--- config.mk ---
export PLATFORM = sky130hd
export DESIGN_NAME = serial_n_bit_adder_flat
export DESIGN_NICKNAME = d
export VERILOG_FILES = /design/src/rtl/serial_n_bit_adder_pkg.sv /design/src/rtl/serial_n_bit_adder_if.sv /design/src/rtl/serial_n_bit_adder_full_adder.sv /design/src/rtl/serial_n_bit_adder.sv /design/src/flat_wrapper.sv
export SDC_FILE = /design/constraint.sdc
export NUM_CORES = 1
export LEC_CHECK = 0
export BUFFER_PORTS_ARGS = -buffer_cell sky130_fd_sc_hd__buf_2
export CORE_AREA = 4 4 47 49
export DETAILED_ROUTE_END_ITERATION = 8
export DIE_AREA = 0 0 51 53
export GPL_ROUTABILITY_DRIVEN = 0
export PLACE_DENSITY = 0.7
export SYNTH_ARGS = -nofsm -noshare
export SYNTH_HDL_FRONTEND = slang
export SYNTH_HIERARCHICAL = 1
export SYNTH_SLANG_ARGS = --single-unit
export TNS_END_PERCENT = 50
--- constraint.sdc ---
create_clock -name clk -period 1.45 [get_ports clk]
set_input_delay 0.2175 -clock clk [delete_from_list [all_inputs] [get_ports clk]]
set_output_delay 0.2175 -clock clk [all_outputs]
set_load 0.02 [all_outputs]
--- src/rtl/serial_n_bit_adder_pkg.sv ---
// Shared definitions for the bit-serial adder: FSM encoding and counter sizing.
package serial_n_bit_adder_pkg;

  typedef enum logic [1:0] {
    IDLE = 2'd0,
    RUN  = 2'd1,
    DONE = 2'd2
  } state_t;

  // Bit counter width: ceil(log2(n)), never narrower than one bit.
  function automatic int cnt_width(input int n);
    return (n < 2) ? 1 : $clog2(n);
  endfunction

endpackage

--- src/rtl/serial_n_bit_adder_if.sv ---
// Start/busy/done handshake and operand/result bus for the bit-serial adder.
interface serial_n_bit_adder_if #(parameter int N = 4);
  logic         start;
  logic         enable;
  logic [N-1:0] a;
  logic [N-1:0] b;
  logic         cin;
  logic [N-1:0] S;
  logic         cout;
  logic         busy;
  logic         done;

  modport master (output start, enable, a, b, cin,
                  input  S, cout, busy, done);
  modport slave  (input  start, enable, a, b, cin,
                  output S, cout, busy, done);
endinterface

--- src/rtl/serial_n_bit_adder_full_adder.sv ---
// Single-bit full adder; the addition twin of full_subtractor.
module full_adder (
  input  logic a,
  input  logic b,
  input  logic cin,
  output logic sum,
  output logic cout
);
  assign sum  = a ^ b ^ cin;
  assign cout = (a & b) | (cin & (a ^ b));
endmodule

--- src/rtl/serial_n_bit_adder.sv ---
// Bit-serial N-bit adder: one full_adder cell, registered carry, LSB first.
// state | meaning
// IDLE  | waiting for start
// RUN   | one result bit per enabled edge, busy high
// DONE  | one-cycle done pulse, S/cout just updated; start accepted again
module serial_n_bit_adder
  import serial_n_bit_adder_pkg::*;
#(
  parameter int N = 4
) (
  input  logic                clk,
  input  logic                rst,
  serial_n_bit_adder_if.slave bus
);
  localparam int CW = cnt_width(N);

  state_t        state, state_nxt;
  logic [N-1:0]  a_sh, b_sh, r_sh, r_nxt;
  logic          carry, s_bit, c_bit;
  logic [CW-1:0] cnt;
  logic          accept, step, last;

  full_adder u_fa (
    .a    (a_sh[0]),
    .b    (b_sh[0]),
    .cin  (carry),
    .sum  (s_bit),
    .cout (c_bit)
  );

  // New bit enters at the MSB so the LSB-first stream lands in place after N steps.
  generate
    if (N == 1) begin : g_r1
      assign r_nxt = s_bit;
    end else begin : g_rn
      assign r_nxt = {s_bit, r_sh[N-1:1]};
    end
  endgenerate

  always_ff @(posedge clk or posedge rst) begin
    if (rst) state <= IDLE;
    else     state <= state_nxt;
  end

  always_comb begin
    accept    = bus.start && (state != RUN);
    step      = (state == RUN) && bus.enable;
    last      = step && (cnt == CW'(N - 1));
    state_nxt = state;
    case (state)
      IDLE:    if (accept) state_nxt = RUN;
      RUN:     if (last)   state_nxt = DONE;
      DONE:    state_nxt = accept ? RUN : IDLE;
      default: state_nxt = IDLE;
    endcase
  end

  assign bus.busy = (state == RUN);
  assign bus.done = (state == DONE);

  always_ff @(posedge clk or posedge rst) begin
    if (rst) begin
      a_sh     <= '0;
      b_sh     <= '0;
      r_sh     <= '0;
      carry    <= 1'b0;
      cnt      <= '0;
      bus.S    <= '0;
      bus.cout <= 1'b0;
    end else if (accept) begin
      a_sh  <= bus.a;
      b_sh  <= bus.b;
      r_sh  <= '0;
      carry <= bus.cin;
      cnt   <= '0;
    end else if (step) begin
      a_sh  <= a_sh >> 1;
      b_sh  <= b_sh >> 1;
      r_sh  <= r_nxt;
      carry <= c_bit;
      // Hold the counter on the final bit so it never wraps.
      if (!last) cnt <= cnt + 1'b1;
      if (last) begin
        bus.S    <= r_nxt;
        bus.cout <= c_bit;
      end
    end
  end

endmodule

--- src/flat_wrapper.sv ---
// flat-port wrapper written by rule: the top's interface ports become plain ports
module serial_n_bit_adder_flat import serial_n_bit_adder_pkg::*;
#(
  parameter int N = 4
)
  (clk, rst, bus_start, bus_enable, bus_a, bus_b, bus_cin, bus_S, bus_cout, bus_busy, bus_done);
  serial_n_bit_adder_if #(.N(N)) bus_i ();
  input  logic clk;
  input  logic rst;
  input wire logic [$bits(bus_i.start)-1:0] bus_start;
  input wire logic [$bits(bus_i.enable)-1:0] bus_enable;
  input wire logic [$bits(bus_i.a)-1:0] bus_a;
  input wire logic [$bits(bus_i.b)-1:0] bus_b;
  input wire logic [$bits(bus_i.cin)-1:0] bus_cin;
  output wire logic [$bits(bus_i.S)-1:0] bus_S;
  output wire logic [$bits(bus_i.cout)-1:0] bus_cout;
  output wire logic [$bits(bus_i.busy)-1:0] bus_busy;
  output wire logic [$bits(bus_i.done)-1:0] bus_done;
  assign bus_i.start = bus_start;
  assign bus_i.enable = bus_enable;
  assign bus_i.a = bus_a;
  assign bus_i.b = bus_b;
  assign bus_i.cin = bus_cin;
  assign bus_S = bus_i.S;
  assign bus_cout = bus_i.cout;
  assign bus_busy = bus_i.busy;
  assign bus_done = bus_i.done;
  serial_n_bit_adder #(.N(N)) u_core (.clk(clk), .rst(rst), .bus(bus_i));
endmodule
==> flow_summary.ini <==
[run_status]
status = completed

[clock_network]
root_buffer = clkbuf_4
cts_buffers = 3
tritoncts = yes
path_clk_slew_ns = 0.11
clock-sinks = 21
clock_latency_ns = 0.30
clk_path_buf_depth = 2
htree_levels = 1

[cells_and_area]
syn_to_final_growth_pct = 25.4
utilization = 0.595
final_common_cell = dfrtp_1
final_area_mm2 = 0.00111
antennaDiodeCount = 0
final_cell_mix = dfrtp_1, buf_2, a22o_1, and2_1, a221o_1
final_nets = 108
drive_gt1_frac = 0.391

[sta]
fin_worst_skew_ns = 0.00529
finalSetupViolations = 0
fmax_ghz = 0.719
tightest_slew_ns = 0.387
period_needed_ns = 1.39
period_share = 0.959
slew_violations = 0
final-hold-violation-count = 0
fin_hold_ws_ns = 0.133
rsz0062_at_grt = no
relSlewSlack = 0.742

[route]
wl_per_cell_um = 14.1
ant_nets = 0
avgViaCountPerCell = 5.18
drtPass1Iterations = 3
drt_iter0_markers = 2
drcViolationCount = 0
wirelength_um = 1670
via_count = 616

[grt]
grt-ovfl-total = 0
grt_max_degree = 22
grt_pass1_vias = 613
grt_usage = 0.141
grt_first_pass_wirelength_um = 2740
antenna_found_initial = 0

[die]
num_io_pins = 20
die_h_um = 53
initial_utilization = 0.474
die_w_um = 51
row_count = 16
dieArea_mm2 = 0.00270
core_mm2 = 0.00186

[min_path]
hold_path_startpoint = bus_a[3]
worstHoldPathType = in2reg

[synthesis]
ys_seq_area_frac = 0.595
synth_cell_types = 22
synth_cells = 65
netlist_area_um2 = 883
yosysWarnings = 6
ys_ff_latch = 21
synthTopCellsByArea = dfrtp_1, a221o_1, mux2_1
yosys.area.top_type = dfrtp_1
synth_top_area_frac = 0.595
syn_area_per_cell_um2 = 13.6
syn_nets = 80

[place]
io_buffers = 19
postPlaceCellArea_mm2 = 0.00103
hpwlAfterDp_um = 1190

[critical_path]
cp_num_buf_inv = 3
r2r_slack_ns = 0.06
cp-startpoint = u_core/state[1]
critPathTopFamily = flip-flops
rr_startpoint = u_core/state[0]
critPathLaunchType = register
path_max_fanout = 4
critPathCaptureType = output pin
cp_common_cell = buf_6
crit_path_max_incr_delay_ns = 0.42
critPathSlowestCell = dfrtp_1
cp.arrival_ns = 1.17
crit_chain = nand2b_4 > buf_6 > inv_4 > buf_6
critPathKind = reg2out
cp.required_ns = 1.23

[job]
cap_viol_max_count = 0

[power_and_ir_drop]
vdd_drop_max_v = 0.000993
power_density_mw_per_mm2 = 1960
p_leak_nw = 0.555
## per-layer routing
layer	wire, µm	share of wire	vias to the layer above	track usage
met4	12	0.0072	0	0.0807
li1	-	-	294	-
met3	88	0.053	2	0.0338
met1	783	0.47	306	0.178
met2	789	0.47	14	0.221
met5	0	0	-	0
## cells in the mapped netlist
cell / instances
dfrtp_1: 21
a221o_1: 6
a22o_1: 6
and2_1: 6
mux2_1: 5
inv_1: 3
a21oi_1: 2
nand2b_1: 2
a32oi_1: 1
and3b_1: 1
and4bb_2: 1
buf_2: 1
buf_4: 1
fa_1: 1
ha_1: 1
inv_2: 1
mux2_2: 1
nand2_1: 1
nor2_2: 1
nor2b_1: 1
o21ai_0: 1
o22ai_1: 1
## sequential cells by signal, indices dropped and copies added (netlist names)
name / cells
u_core/r_sh: 3
u_core/bus.cout: 1
u_core/state: 2
u_core/a_sh: 4
u_core/bus.S: 4
u_core/b_sh: 4
u_core/carry: 1
u_core/cnt: 2
## per-stage QoR
stage	TNS, ns	cells	total power (W)	worst slack, ns
floorplan	0	65	0.00155	0.139
global placement	-0.666	113	0.00177	-0.0702
detailed placement	-1.79	113	0.00181	-0.187
CTS	0	118	0.00213	0.00302
global route	0	119	0.00234	0.00107
finish	0	119	0.00217	0.0589
## power breakdown
part	internal (W)	switching (W)	leakage (nW)
clock network	0.000107	0.000167	0.0150
logic	0.000466	0.000436	0.272
registers	0.000833	0.000161	0.268
## area by class of cell
class,instances,area (µm²)
Tap cell,27,33.8
Inverter,4,17.5
Timing Repair Buffer,25,153
Fill cell,166,754
Sequential cell,21,527
Multi-Input combinational cell,38,350
Clock buffer,4,26.3
## path summary, 6_finish.rpt
kind,to,cells after the start
min reg2reg,u_core/bus.S[0],1
max in group asynchronous,u_core/state[0],4
min,u_core/a_sh[3],2
min in group asynchronous,u_core/state[1],4
max reg2reg,u_core/a_sh[1],4
max,bus_busy,4
## logic make-up (layout without fill, tap and decap cells)
family | after synthesis | count (layout) | synth area share
AO/OA/AOI/OAI | 17 | 17 | 0.161
adder cells (fa/ha/maj) | 2 | 2 | 0.0368
buffers and inverters | 6 | 33 | 0.0312
flip-flops | 21 | 21 | 0.595
multiplexers | 6 | 6 | 0.0765
AND/OR/NAND/NOR | 13 | 13 | 0.0992
## what timing repair did
action                                  CTS  global route
setup buffers                             0             1
pin swaps                                 0             0
gates resized for setup                   4             6
endpoints found under the hold margin    21             0
endpoints found under the setup margin   12            13
hold buffers                              1             0
(Power assumes the default switching activity.)
